[src/rtl/pipe_hazard_ctrl_if.sv]
// Signal bundle between the pipeline (request side) and the stall/flush controller.
// Requests are level-sensitive with no ready/valid handshake: the controller answers in the same cycle.
interface pipe_hazard_ctrl_if #(
    parameter int NUM_STAGES = 6,
    parameter int NUM_REQ    = 4
);
    localparam int SRC_W = $clog2(NUM_REQ + 1);

    logic [NUM_REQ-1:0]    stallreq;
    logic                  exc_valid;
    logic [31:0]           exc_pc;
    logic                  clr_stat;
    logic                  flush;
    logic [31:0]           new_pc;
    logic [NUM_STAGES-1:0] stall;
    logic [SRC_W-1:0]      stall_src;
    logic                  stall_timeout;
    logic [31:0]           stall_cnt;

    modport master (
        output stallreq, exc_valid, exc_pc, clr_stat,
        input  flush, new_pc, stall, stall_src, stall_timeout, stall_cnt
    );

    modport slave (
        input  stallreq, exc_valid, exc_pc, clr_stat,
        output flush, new_pc, stall, stall_src, stall_timeout, stall_cnt
    );
endinterface

[src/rtl/pipe_hazard_ctrl.sv]
// Pipeline stall/flush controller: priority-encoded stall masks, multi-cycle flush hold,
// stall watchdog with sticky timeout and a saturating stall-cycle counter.
module pipe_hazard_ctrl #(
    parameter int NUM_STAGES                              = 6,
    parameter int NUM_REQ                                 = 4,
    parameter logic [NUM_REQ*NUM_STAGES-1:0] REQ_MASKS    = 24'h04537D,
    parameter int FLUSH_CYCLES                            = 1,
    parameter int TIMEOUT                                 = 256
) (
    input  logic               clk,
    input  logic               rst,
    pipe_hazard_ctrl_if.slave  bus
);
    localparam int SRC_W  = $clog2(NUM_REQ + 1);
    localparam int HOLD_W = $clog2(FLUSH_CYCLES + 1);
    localparam int RUN_W  = (TIMEOUT > 0) ? $clog2(TIMEOUT + 1) : 1;

    localparam logic [HOLD_W-1:0] HOLD_RELOAD = HOLD_W'(FLUSH_CYCLES - 1);
    localparam logic [RUN_W-1:0]  RUN_MAX     = RUN_W'(TIMEOUT);
    localparam logic [RUN_W-1:0]  RUN_PRE     = RUN_W'(TIMEOUT - 1);
    localparam logic [SRC_W-1:0]  NO_REQ      = SRC_W'(NUM_REQ);

    logic [HOLD_W-1:0]     hold_cnt;
    logic [31:0]           held_pc;
    logic [RUN_W-1:0]      run_cnt;
    logic [SRC_W-1:0]      win;
    logic [NUM_STAGES-1:0] win_mask;
    logic                  hold_active;
    logic                  stalled;
    logic                  timeout_hit;

    // Lowest-index request wins; scanning downwards leaves the smallest set index.
    always_comb begin
        win = NO_REQ;
        for (int i = NUM_REQ - 1; i >= 0; i--) begin
            if (bus.stallreq[i]) win = SRC_W'(i);
        end
    end

    always_comb begin
        win_mask = '0;
        for (int i = 0; i < NUM_REQ; i++) begin
            if (win == SRC_W'(i)) win_mask = REQ_MASKS[i*NUM_STAGES +: NUM_STAGES];
        end
    end

    assign hold_active = (hold_cnt != '0);

    assign bus.flush  = !rst && (bus.exc_valid || hold_active);
    assign bus.new_pc = rst           ? 32'd0      :
                        bus.exc_valid ? bus.exc_pc :
                        hold_active   ? held_pc    : 32'd0;

    // stall_src still reports the winner while flush masks the stall vector.
    assign bus.stall     = (rst || bus.flush) ? '0 : win_mask;
    assign bus.stall_src = rst ? NO_REQ : win;

    assign stalled     = |bus.stall;
    assign timeout_hit = (TIMEOUT != 0) && stalled && (run_cnt == RUN_PRE);

    always_ff @(posedge clk) begin
        if (rst) begin
            hold_cnt          <= '0;
            held_pc           <= 32'd0;
            run_cnt           <= '0;
            bus.stall_timeout <= 1'b0;
            bus.stall_cnt     <= 32'd0;
        end else begin
            // The newest exception restarts the hold with its own PC.
            if (bus.exc_valid) begin
                held_pc  <= bus.exc_pc;
                hold_cnt <= HOLD_RELOAD;
            end else if (hold_active) begin
                hold_cnt <= hold_cnt - HOLD_W'(1);
            end

            if (stalled) begin
                if (run_cnt != RUN_MAX) run_cnt <= run_cnt + RUN_W'(1);
            end else begin
                run_cnt <= '0;
            end

            if (bus.clr_stat) begin
                bus.stall_timeout <= 1'b0;
                bus.stall_cnt     <= 32'd0;
            end else begin
                if (timeout_hit) bus.stall_timeout <= 1'b1;
                if (stalled && (bus.stall_cnt != 32'hFFFF_FFFF))
                    bus.stall_cnt <= bus.stall_cnt + 32'd1;
            end
        end
    end
endmodule

[src/flat_wrapper.sv]
// flat-port wrapper written by rule: the top's interface ports become plain ports
module pipe_hazard_ctrl_flat 
#(
    parameter int NUM_STAGES                              = 6,
    parameter int NUM_REQ                                 = 4,
    parameter logic [NUM_REQ*NUM_STAGES-1:0] REQ_MASKS    = 24'h04537D,
    parameter int FLUSH_CYCLES                            = 1,
    parameter int TIMEOUT                                 = 256
)
  (clk, rst, bus_stallreq, bus_exc_valid, bus_exc_pc, bus_clr_stat, bus_flush, bus_new_pc, bus_stall, bus_stall_src, bus_stall_timeout, bus_stall_cnt);
  pipe_hazard_ctrl_if #(.NUM_STAGES(NUM_STAGES), .NUM_REQ(NUM_REQ)) bus_i ();
  input  logic clk;
  input  logic rst;
  input wire logic [$bits(bus_i.stallreq)-1:0] bus_stallreq;
  input wire logic [$bits(bus_i.exc_valid)-1:0] bus_exc_valid;
  input wire logic [$bits(bus_i.exc_pc)-1:0] bus_exc_pc;
  input wire logic [$bits(bus_i.clr_stat)-1:0] bus_clr_stat;
  output wire logic [$bits(bus_i.flush)-1:0] bus_flush;
  output wire logic [$bits(bus_i.new_pc)-1:0] bus_new_pc;
  output wire logic [$bits(bus_i.stall)-1:0] bus_stall;
  output wire logic [$bits(bus_i.stall_src)-1:0] bus_stall_src;
  output wire logic [$bits(bus_i.stall_timeout)-1:0] bus_stall_timeout;
  output wire logic [$bits(bus_i.stall_cnt)-1:0] bus_stall_cnt;
  assign bus_i.stallreq = bus_stallreq;
  assign bus_i.exc_valid = bus_exc_valid;
  assign bus_i.exc_pc = bus_exc_pc;
  assign bus_i.clr_stat = bus_clr_stat;
  assign bus_flush = bus_i.flush;
  assign bus_new_pc = bus_i.new_pc;
  assign bus_stall = bus_i.stall;
  assign bus_stall_src = bus_i.stall_src;
  assign bus_stall_timeout = bus_i.stall_timeout;
  assign bus_stall_cnt = bus_i.stall_cnt;
  pipe_hazard_ctrl #(.NUM_STAGES(NUM_STAGES), .NUM_REQ(NUM_REQ), .REQ_MASKS(REQ_MASKS), .FLUSH_CYCLES(FLUSH_CYCLES), .TIMEOUT(TIMEOUT)) u_core (.clk(clk), .rst(rst), .bus(bus_i));
endmodule
[config.mk]
export PLATFORM = sky130hd
export DESIGN_NAME = pipe_hazard_ctrl_flat
export DESIGN_NICKNAME = d
export VERILOG_FILES = /design/src/rtl/pipe_hazard_ctrl_if.sv /design/src/rtl/pipe_hazard_ctrl.sv /design/src/flat_wrapper.sv
export SDC_FILE = /design/constraint.sdc
export NUM_CORES = 1
export LEC_CHECK = 0
export ABC_AREA = 0
export BUFFER_PORTS_ARGS = -buffer_cell sky130_fd_sc_hd__buf_2
export CAP_MARGIN = 20
export CORE_MARGIN = 2
export CORE_UTILIZATION = 35
export CTS_CLUSTER_DIAMETER = 100
export CTS_CLUSTER_SIZE = 10
export DETAILED_ROUTE_END_ITERATION = 6
export GPL_ROUTABILITY_DRIVEN = 1
export GPL_TIMING_DRIVEN = 0
export MAX_ROUTING_LAYER = met4
export SYNTH_ARGS = -nofsm -noshare
export SYNTH_HDL_FRONTEND = slang
export SYNTH_SLANG_ARGS = --single-unit
[constraint.sdc]
create_clock -name clk -period 1.8 [get_ports clk]
set_input_delay 0.27 -clock clk [delete_from_list [all_inputs] [get_ports clk]]
set_output_delay 0.27 -clock clk [all_outputs]
set_load 0.005 [all_outputs]
==> flow_results.org, run 1 <==
** Run status
- The run finished, with violations left.
- The checks that failed: setup timing.

** Synth
- Distinct cells, synth :: 44
- Ranked by total cell area, the synthesized netlist is headed by dfxtp_1 (41%), mux2i_1 (8.8%), nor2_1 (8.2%).
- Summed over its instances, the top area cell type makes up 41.31% of the synthesized netlist area.
- Largest area contributor in the synthesized netlist :: dfxtp_1
- Cells after Synth :: 431
- The synthesized netlist occupies a cell area of 3635 sq um.
- The Yosys step of the flow raised 0 warnings.
- Share of the yosys chip area belonging to registers :: 41.31%
- Share of synthesized registers carrying an async set or reset :: 0%
- A synthesized cell averages 8.433 sq um.
- The most used flip-flop cell after synthesis is dfxtp_1.
- EDFF count, synth :: 0
- Synth Register Bits :: 75

** Setup path
- The worst setup path is captured at a flop.
- Worst-path fanout max :: 5
- Data arrives at the worst endpoint at 2.23 ns.
- Category of the critical setup timing path :: reg2reg
- Worst reg2reg path endpoint :: u_core.bus.stall_cnt[5]
- Setup slack of the worst register-to-register path :: -0.22 ns
- For the worst flop-to-flop path, the logic depth is 7.
- The critical path starts at u_core.bus.stall_cnt[10].
- The worst setup path is launched from a flop.
- Origin of the critical flop-to-flop path :: u_core.bus.stall_cnt[10]
- Required @ worst endpoint :: 2.02 ns

** STA
- Shortest period the worst path allows :: 2.016 ns
- After layout, the worst setup slack is -0.2159 ns.
- Setup repair after global routing could not meet its margin everywhere.
- The worst pin sits at a relative slew slack of 66.33%.
- The final count of pins violating max slew came to 0.
- TNS Setup :: -2.744 ns
- The final critical path takes up 112.0% of the cycle.
- Maximum clock rate :: 496.1 MHz
- Max Clock Skew :: 0.01317 ns
- Measured slew at the worst slew-check pin :: 0.5050 ns
- Setup violations remaining at the end of the flow were counted as 25.
- Fin Hold WS :: 0.1959 ns
- The final number of hold-violating endpoints was 0.

** Floorplanning
- Row generation in the floorplan step produced 37 rows.
- The initial utilization of the core area, before any placement, comes to 35.69%.
- Overall die area :: 11220 sq um
- The die is 105.9 um wide.
- Count of pins on the block boundary :: 115
- The core region is 10180 sq um.
- In this run the vertical extent of the chip is 105.9 um.

** Routing
- For this block, the routed nets add up to 9.731 mm of wire.
- Detailed-routing wirelength on met1 :: 4.571 mm
- The final route contains 3540 vias.
- After detailed routing, the met3 layer carries 573 um of wire.
- The pre-antenna-repair detailed-routing pass consisted of 4 iterations.
- Routed met2 length :: 4.476 mm
- In the final routed layout, each cell accounts on average for 13.69 um.
- After detailed routing, the number of vias per cell comes to 4.979.
- The count of nets left with antenna violations once routing finished came out at 0.
- For this run, design rule violations remaining after detail routing come to 0.
- Uppermost routed layer :: met4
- In this run, the number of DRC markers left after iteration 0 of detailed routing was 143.

** Placement
- Summing all placed instances gives a cell area of 4407 sq um.
- During placement, the flow inserted port buffers numbering 112.
- The congestion estimate from routability-driven global placement came to 0.8285.
- Final HPWL DP :: 6.878 mm

** Finish
- Layout overhead on the synthesized area :: 37.38%
- Finished Cell Area :: 4994 sq um
- 0 antenna diodes ended up in the layout.
- The layout has 1028 filler cells.
- Total area of multi-input combinational cells :: 2145 sq um
- Final net count :: 614
- Proportion of layout cells with a drive suffix above 1 :: 37.39%
- Sequential Area :: 1544 sq um

** GRT
- For this run the aggregate overflow at the end of global routing stands at 0.
- Antenna violations before repair :: 0
- Maximum number of pins on one net before global-route repair :: 13
- The via count of the first global-routing pass is 3408.
- The first global-routing pass estimated 16.01 mm of wire.
- Global routing used 17.93% of the available tracks.

** Clocking
- Counting every sink on the clock net gives 75.
- Clock H-tree levels :: 3
- The root buffer cell chosen for the clock tree is clkbuf_8.
- After clock tree synthesis, the clock-pin slew on the worst setup and hold paths is 0.08 ns.
- TritonCTS clock tree :: yes
- Hold repair after CTS inserted 0 buffers.
- CTS buffer count :: 9
- Worst-skew pair later-pin latency :: 0.35 ns
- The longest clock path from root to sink contains 2 buffers.

** Hold path
- The path with the worst hold slack has its endpoint at u_core.held_pc[5].
- Hold-critical path depth :: 3
- Hold path startpoint :: bus_exc_pc[5]
- Tightest Hold Check Type :: in2reg

** Job
- Max-cap violations :: 0

** Pwr
- Total Power :: 3.578 mW
- VDD IR max :: 0.0003537 V
- For this design the static power due to leakage is 2.210 nW.
- In this run the power density over the cells is 716.6 nW/um^2.
-- power by group --
part	internal, mW	switching [mW]
Combinational	0.158	0.213
Sequential	1.69	0.0144
Clock	0.856	0.646
-- cells in the mapped netlist, types with 2 or more instances --
cell type,n
and4_1,3
nor2_1,79
nor3_1,41
buf_4,2
mux2i_1,32
xnor2_1,10
buf_1,4
nor4_4,2
xor2_1,24
and3_1,11
or3_1,2
a21o_1,2
nor4_1,2
nand3_1,18
clkbuf_1,19
inv_1,7
buf_2,3
dfxtp_1,75
nand4_2,2
or2_2,3
o21ai_0,3
ha_1,4
nor3_2,2
and2_1,2
a21oi_1,42
nand4_1,8
nand2_1,11
o2111ai_1,2
-- area by class of cell --
class / count / share of cell area [%]
Timing Repair Buffer: 129 / 14.26
Inverter: 8 / 0.6515
Tap cell: 136 / 3.408
Multi-Input combinational cell: 320 / 42.95
Sequential cell: 75 / 30.92
Clock buffer: 12 / 3.107
Buffer: 27 / 3.257
Clock inverter: 4 / 1.453
-- metal layers --
layer | vias up | global-route usage, %
li1 | 1769 | -
met1 | 1659 | 22.62
met2 | 103 | 28.39
met3 | 9 | 4.660
met4 | 0 | 5.357
met5 | - | -
-- sequential cells by signal, summed over array words and instances (netlist names) --
signal	count
u_core.bus.stall_timeout	1
u_core.held_pc	32
u_core.run_cnt	9
u_core.bus.stall_cnt	32
u_core.hold_active	1
-- stage by stage --
stage	instances	util, %	worst slack [ns]
2_1_floorplan	432	-	-0.08516
3_3_place_gp	680	43.27	-0.4981
3_5_place_dp	680	43.27	-0.5279
4_1_cts	706	47.80	-0.1995
5_1_grt	711	49.03	-0.3021
6_report	711	49.03	-0.2159
-- kinds of logic (layout without fill, tap and decap cells) --
kind of cell             after synthesis  after routing  share of synthesized area, %
buffers and inverters                 37            180                         4.337
AND/OR/NAND/NOR                      196            196                         28.19
flip-flops                            75             75                         41.31
adder cells (fa/ha/maj)                4              4                         1.377
other                                  1              2                        0.1032
multiplexers                          32             32                         8.812
AO/OA/AOI/OAI                         52             52                         7.676
XOR/XNOR                              34             34                         8.193
-- worst max path at each step --
stage	to	depth (start not counted)
4_1_cts	u_core.bus.stall_cnt[5]	9
6_report	u_core.bus.stall_cnt[5]	7
3_3_place_gp	u_core.bus.stall_cnt[5]	8
3_5_place_dp	u_core.bus.stall_cnt[5]	8
2_1_floorplan	u_core.bus.stall_cnt[4]	9
5_1_grt	u_core.bus.stall_cnt[5]	7
-- worst max-delay path: stages, from the launching register on --
cell and delay, ns:
dfxtp_1 0.39, inv_1 0.10, or3_4 0.40, or4_4 0.54, buf_8 0.16, nand4_1 0.09, xor2_1 0.14, nor2_1 0.05
-- placed cells by master, fill, tap and decap left out, types with 2 or more instances in the layout --
| master | Yosys | routed |
|---|---|---|
| clkbuf_1 | 19 | 12 |
| clkbuf_2 | 0 | 5 |
| clkbuf_8 | 0 | 12 |
| mux2i_1 | 32 | 32 |
| or3_4 | 1 | 2 |
| conb_1 | 1 | 2 |
| dfxtp_1 | 75 | 57 |
| xnor2_1 | 10 | 9 |
| nor3_1 | 41 | 37 |
| nor3_4 | 0 | 3 |
| buf_4 | 2 | 19 |
| dfxtp_2 | 0 | 10 |
| nand3_1 | 18 | 15 |
| nand3_2 | 1 | 2 |
| o21ai_0 | 3 | 2 |
| ha_1 | 4 | 3 |
| buf_2 | 3 | 112 |
| nor4_4 | 2 | 3 |
| nand4_1 | 8 | 8 |
| buf_6 | 1 | 2 |
| xor2_1 | 24 | 24 |
| inv_1 | 7 | 7 |
| nand2_4 | 0 | 2 |
| bufinv_16 | 0 | 2 |
| clkbuf_4 | 0 | 3 |
| nand2_2 | 1 | 2 |
| nand3_4 | 0 | 2 |
| a21o_1 | 2 | 2 |
| nand2_1 | 11 | 8 |
| o2111ai_1 | 2 | 2 |
| nor3_2 | 2 | 3 |
| nor2_1 | 79 | 79 |
| dfxtp_4 | 0 | 8 |
| nand4_4 | 1 | 3 |
| and3_1 | 11 | 11 |
| a21oi_2 | 0 | 2 |
| or2_2 | 3 | 3 |
| a21oi_1 | 42 | 40 |
-- repair_timing --
item,in CTS,in global routing
buffers inserted,10,6
endpoints found under the setup margin,65,64
gates resized for setup,44,32
cloned,1,0
pin swaps,15,12
Power figures use the tool's default switching activity.
==> run 2: changes to the inputs <==
--- a/config.mk
+++ b/config.mk
@@ -16,6 +16,7 @@
 export GPL_ROUTABILITY_DRIVEN = 1
 export GPL_TIMING_DRIVEN = 0
 export MAX_ROUTING_LAYER = met4
+export SKIP_CTS_REPAIR_TIMING = 1
 export SYNTH_ARGS = -nofsm -noshare
 export SYNTH_HDL_FRONTEND = slang
 export SYNTH_SLANG_ARGS = --single-unit
==> run 2 against run 1 <==
- the run still ends with setup timing left
- utilization increased by 0.26 points
- clock skew shrank 0.00070 ns
- fmax is 2.0% lower
- combinational power grew 3%
- power grew 0.24%
- final cell count increased by 0.56%
- global-route usage fell by 0.71 points
- first-iteration DRC count is 6.3% lower
- non-clock buffer count grew 4
- routed wire length up 0.22%
- die area stayed put
==> flow_results.org, run 2 (synthesis results as in run 1) <==
** STA
- TNS Setup :: -2.872 ns
- At the pin with the least slew margin, the transition time is 0.5574 ns.
- Max Slew Vio Count :: 0
- Shortest period the worst path allows :: 2.058 ns
- Final hold violation count :: 0
- Unrepaired setup endpoints after global routing :: true
- The worst path uses 114.3% of the clock period.
- Setup violations remaining at the end of the flow were counted as 23.
- Final hold analysis gives a worst-case slack of 0.1974 ns.
- Headroom to the max-slew limit came out at 62.84%.
- Max Clock Skew :: 0.01247 ns
- Post-route setup slack :: -0.2577 ns
- Derived from the worst setup path, the maximum achievable clock frequency is 486.0 MHz.

** Clocking
- TritonCTS built the clock tree.
- # clock sinks :: 75
- Worst-skew pair later-pin latency :: 0.35 ns
- CTS placed an instance of clkbuf_8 at the clock tree root.
- Clock tree synthesis inserted a total of 9 buffers.
- After clock tree synthesis, the clock-pin slew on the worst setup and hold paths is 0.09 ns.
- The H-tree generated during clock tree synthesis spans 3 levels.
- In this run the deepest clock path goes through 2 buffers.

** Setup path
- In this design, the stage delay of the slowest critical-path cell is 0.54 ns.
- Nature of the critical path endpoint :: flop
- Worst path arrival time :: 2.29 ns
- The slowest stage of the critical path belongs to the cell or4_4.
- Worst-path fanout max :: 5
- STA puts the critical path data required time at 2.03 ns.
- Category of the critical setup timing path :: reg2reg
- Counting cells, the worst reg-to-reg path comes to 7.
- Startpoint types :: flop
- The startpoint identified for the worst register-to-register timing path is u_core.bus.stall_cnt[3].
- Source of the critical timing path :: u_core.bus.stall_cnt[3]
- Critical path cell sequence :: nand4_4 > or3_4 > or4_4 > clkbuf_16 > nand2_4 > xor2_1 > nor2_1

** Floorplanning
- Initial Utilization :: 35.69%
- Overall die area :: 11220 sq um
- Die width :: 105.9 um
- In this run the vertical extent of the chip is 105.9 um.
- Row generation in the floorplan step produced 37 rows.
- Count of pins on the block boundary :: 115
- Area inside the core boundary :: 10180 sq um

** Finish
- Layout overhead on the synthesized area :: 38.11%
- The final layout contains 618 nets.
- Proportion of layout cells with a drive suffix above 1 :: 38.00%
- Finished Cell Area :: 5020 sq um
- Once layout is complete, the utilization of the core stands at 49.29%.
- Antenna cells :: 0
- The library cell used most frequently in the layout, excluding fill and tap cells, is buf_2.
- Largest registers in the final layout :: u_core.bus.stall_cnt: 32 flops, u_core.held_pc: 32 flops, u_core.run_cnt: 9 flops
- The count of cells in the finished layout, fillers not included, comes to 715.
- In the layout the commonest cells are buf_2 (114), nor2_1 (79), dfxtp_1 (57).

** Hold path
- Hold path startpoint :: bus_exc_pc[5]
- Hold-critical path depth :: 3
- The min-delay analysis places its worst path in the category in2reg.

** Routing
- Total via count in the routed design :: 3542
- Post-route antenna net violation count :: 0
- Wire length per cell after detailed routing :: 13.64 um
- 1st-iter DRT viols :: 134
- Using the TritonRoute via totals, the vias-per-cell ratio works out to 4.954.
- DRT Wirelength :: 9.752 mm
- For this run, design rule violations remaining after detail routing come to 0.
- Detailed-routing iteration count for the pre-antenna-repair pass :: 4

** Pwr
- Sequential cells account for 47.6% of the total power.
- Summed over all nets, the switching power comes to 872.5 uW.
- Internal power comes to 2.714 mW.
- The analysis attributes to cell leakage a power of 2.212 nW.
- Clock power share :: 41.7%
- Net switching is 24.33% of the power.
- Combinational share of power :: 10.6%
- For this design the ratio of total power to cell area is 714.5 nW/um^2.
- The completed layout was analyzed and its total power is 3.587 mW.
- VDD IR max :: 0.0003430 V

** GRT
- For this run, the total global-route usage over all layers was measured as 17.22%.
- The via count of the first global-routing pass is 3260.
- The initial antenna violation count is 0.
- Maximum number of pins on one net before global-route repair :: 13
- Global-route wire length before repair :: 15.39 mm
- Total grt overflow :: 0

** Job
- Max-cap violations :: 0

** Run status
- Violations in the final reports :: setup timing
- Status :: complete, but fails checks

** Placement
- Port Buffer Count :: 112
- The HPWL after detailed placement is 6.878 mm.
- The number of placed instances, taps included, is 680.
- Summing all placed instances gives a cell area of 4407 sq um.
- Before CTS, the worst setup slack after placement is -0.5279 ns.
- Routability-driven placement finished with a final weighted congestion of 0.8285.
## run 2: worst max-delay path, delay by kind of cell (launching register included)
| family | cells | cell delay (ns) |
|---|---|---|
| XOR/XNOR | 1 | 0.17 |
| AND/OR/NAND/NOR | 5 | 1.19 |
| buffers and inverters | 1 | 0.19 |
| flip-flops | 1 | 0.39 |
## run 2: area by class of cell
type / instances / area, sq um
Fill cell: 1032 / 5165
Multi-Input combinational cell: 320 / 2153
Sequential cell: 75 / 1541
Timing Repair Buffer: 132 / 735.7
Tap cell: 136 / 170.2
Buffer: 28 / 157.7
Clock buffer: 12 / 155.1
Clock inverter: 4 / 72.57
Inverter: 8 / 33.78
## run 2: path summary, 6_finish.rpt
path	slack [ns]	endpoint
worst max-delay path	-0.26	u_core.bus.stall_cnt[3]
worst min-delay path	0.20	u_core.held_pc[5]
worst max register to register	-0.26	u_core.bus.stall_cnt[3]
worst min register to register	0.48	u_core.bus.stall_timeout
## run 2: power by group through the flow
stage	registers (mW)	logic, mW	clock network [mW]
after floorplan	1.75	0.211	0
after global placement	1.75	0.349	0
after detailed placement	1.75	0.355	0
after CTS	1.71	0.356	1.53
after global routing	1.71	0.426	1.61
final	1.71	0.382	1.50
## run 2: routing by layer
layer | up-vias | track usage [%] | routed length, um
li1 | 1773 | - | -
met1 | 1651 | 22.36 | 4636
met2 | 106 | 26.27 | 4387
met3 | 12 | 4.660 | 604
met4 | 0 | 5.357 | 124
met5 | - | - | 0
==> run 3: changes to the inputs <==
--- a/config.mk
+++ b/config.mk
@@ -8,14 +8,16 @@
 export ABC_AREA = 0
 export BUFFER_PORTS_ARGS = -buffer_cell sky130_fd_sc_hd__buf_2
 export CAP_MARGIN = 20
+export CORE_ASPECT_RATIO = 1.25
 export CORE_MARGIN = 2
-export CORE_UTILIZATION = 35
+export CORE_UTILIZATION = 46
 export CTS_CLUSTER_DIAMETER = 100
 export CTS_CLUSTER_SIZE = 10
 export DETAILED_ROUTE_END_ITERATION = 6
 export GPL_ROUTABILITY_DRIVEN = 1
 export GPL_TIMING_DRIVEN = 0
 export MAX_ROUTING_LAYER = met4
+export PLACE_DENSITY = 0.76
 export SKIP_CTS_REPAIR_TIMING = 1
 export SYNTH_ARGS = -nofsm -noshare
 export SYNTH_HDL_FRONTEND = slang
==> run 3 against run 2 <==
- the run still ends with setup timing left
- sequential share of layout area up 1.0 points
- via count up 3.0%
- final area down 2.2%
- largest power group unchanged
- sequential cell count unchanged
- global-route usage up 4.2 points
- first-iteration DRC count up 12%
==> flow_results.org, run 3 (synthesis results as in run 1) <==
** Finish
- Antenna cells :: 0
- With fillers left out, the area of the finished cells amounts to 4908 sq um.
- The largest registers in the layout are u_core.bus.stall_cnt: 32 flops, u_core.held_pc: 32 flops, u_core.run_cnt: 9 flops.
- Leading cell types in the layout, fill and taps excluded :: buf_2 (113), nor2_1 (79), dfxtp_1 (54)
- Non-Filler Instances :: 672
- Compared with the post-synthesis result, the final layout area differs by 35.04%.
- Final net count :: 617
- For this run, the share of the core covered by cells in the final layout is 63.36%.
- Leading cell type in the layout, fill and taps excluded :: buf_2
- In the final layout, the share of cells above drive strength 1 is 38.13%.
- The sequential cells in the finished layout cover a total of 1558 sq um.
- The filler cells instantiated in the layout total 647.
- Total area of multi-input combinational cells :: 2106 sq um

** Setup path
- Worst-path fanout max :: 10
- The critical path is of the reg2reg type.
- Source of the critical timing path :: u_core.bus.stall_cnt[1]
- STA puts the critical path data required time at 2.03 ns.
- Origin of the critical flop-to-flop path :: u_core.bus.stall_cnt[1]
- The worst register-to-register path ends at u_core.bus.stall_cnt[6].
- Worst path arrival time :: 2.22 ns
- Setup slack of the worst register-to-register path :: -0.19 ns
- Measured in cells, the most critical reg-to-reg path has a length of 9.
- Nature of the critical path endpoint :: flop
- STA classifies the critical path startpoint as a flop.

** Hold path
- Worst Hold End :: u_core.held_pc[20]
- Tightest Hold Check Type :: in2reg
- The worst hold path begins at bus_exc_pc[20].
- Hold-critical path depth :: 3

** STA
- Max Slew Vio Count :: 0
- After layout, the minimum clock period comes to 1.990 ns.
- For the pin with the worst max-slew slack, the measured transition is 0.5201 ns.
- The final number of hold-violating endpoints came to 0.
- Setup violations remaining at the end of the flow were counted as 28.
- Post-route setup slack :: -0.1898 ns
- Max-slew headroom at the worst pin :: 65.33%
- Max Clock Skew :: 0.01095 ns
- In the final timing run, aggregate negative setup slack is -2.574 ns.
- Period utilisation layout :: 110.5%
- Unrepaired setup endpoints after global routing :: true
- Timing would allow up to 502.6 MHz.

** Placement
- At the end of routability-driven placement, the weighted congestion stood at 0.8545.
- Worst-case setup slack after placement :: -0.5195 ns
- The placed instances occupy a cell area of 4355 sq um.
- The wire-length estimate of the detail-placed layout is 6.685 mm.
- In this run the tool buffered the top-level ports with 112 buffer cells.
- After detailed placement, the design holds a cell count of 639.

** Floorplanning
- The region available for standard cell placement spans 7747 sq um.
- Count of pins on the block boundary :: 115
- Once the floorplan was initialized, standard cells occupied 46.92% of the core.
- Overall die area :: 8633 sq um
- The floorplan step set the die width to 83.51 um.
- Chip Height :: 103.4 um
- The floorplan has 36 rows.

** Clocking
- Counting the buffers created by CTS gives 9.
- # clock sinks :: 75
- Clock Tree Buf Depth :: 2
- TritonCTS clock tree :: yes
- After clock tree synthesis, the clock-pin slew on the worst setup and hold paths is 0.08 ns.
- The cell sitting at the root of the clock tree is a clkbuf_8.
- The H-tree was split into 3 levels.
- Worst-skew pair later-pin latency :: 0.35 ns

** Routing
- Met3 wire length :: 628 um
- The first detailed-routing pass took 4 iterations.
- Routed met2 length :: 4.748 mm
- Post-route antenna net violation count :: 0
- DRC viols :: 0
- In the final routing, the length of wire on met1 measures 4.179 mm.
- The detailed router finished its first iteration with 150 violations.
- After detailed routing, no signal wire sits above met4.
- The final layout contains routed wiring with a total length of 9.686 mm.
- Detailed routing inserted a total of 3649 vias.
- Drt via density :: 5.430
- Dividing the detail-routed wire length by the instance count gives 14.41 um.

** GRT
- The via count of the first global-routing pass is 3036.
- The first global-routing pass estimated 14.46 mm of wire.
- Maximum number of pins on one net before global-route repair :: 13
- Total GRT Usage :: 21.37%
- Antenna violations before repair :: 0
- Total grt overflow :: 0

** Run status
- Violations in the final reports :: setup timing
- Status :: complete, but fails checks

** Pwr
- The worst-case IR drop observed on VDD is 0.0005859 V.
- The analysis attributes to cell leakage a power of 2.197 nW.
- For this design the ratio of total power to cell area is 712.5 nW/um^2.

** Job
- Across the run, the number of max-cap violations was 0.
-- run 3: layout make-up --
cell class,count,share of cell area (%)
clock inverter,3,0.8922
multi-input combinational,320,42.90
sequential,75,31.74
buffer,29,3.518
inverter,8,0.6882
clock buffer,12,3.594
timing repair buffer,130,14.25
tap,95,2.422
-- run 3: routing by layer --
metal,vias to the layer above,global-route usage [%]
li1,1773,-
met1,1728,25.50
met2,133,35.48
met3,15,5.317
met4,0,7.816
met5,-,-
-- run 3: power breakdown --
part / leakage [nW] / internal [mW] / switching [mW]
Sequential: 0.625 / 1.69 / 0.0143
Clock: 0.114 / 0.793 / 0.630
Combinational: 1.46 / 0.160 / 0.215
-- run 3: worst max path at each step --
stage | cells past startpoint | end | slack, ns
final | 9 | u_core.bus.stall_cnt[6] | -0.19
after global routing | 9 | u_core.bus.stall_cnt[6] | -0.22
after CTS | 5 | bus_stall[0] | -0.36
after detailed placement | 8 | u_core.bus.stall_cnt[5] | -0.52
after global placement | 8 | u_core.bus.stall_cnt[5] | -0.49
after floorplan | 9 | u_core.bus.stall_cnt[4] | -0.09
-- run 3: critical path: stages, from the launching register on --
cell and delay (ns):
dfxtp_4 0.38, ha_4 0.14, and2_4 0.13, buf_6 0.10
nand4_1 0.14, or4_4 0.47, buf_8 0.16, nand4_1 0.10
xor2_1 0.17, nor2_1 0.06
-- run 3: per-stage QoR --
| stage | hold WS [ns] | power [mW] |
|---|---|---|
| 2_1_floorplan | 0.4369 | 1.959 |
| 3_3_place_gp | 0.4586 | 2.093 |
| 3_5_place_dp | 0.4587 | 2.104 |
| 4_1_cts | 0.1760 | 3.504 |
| 5_1_grt | 0.2069 | 3.632 |
| 6_report | 0.1857 | 3.497 |
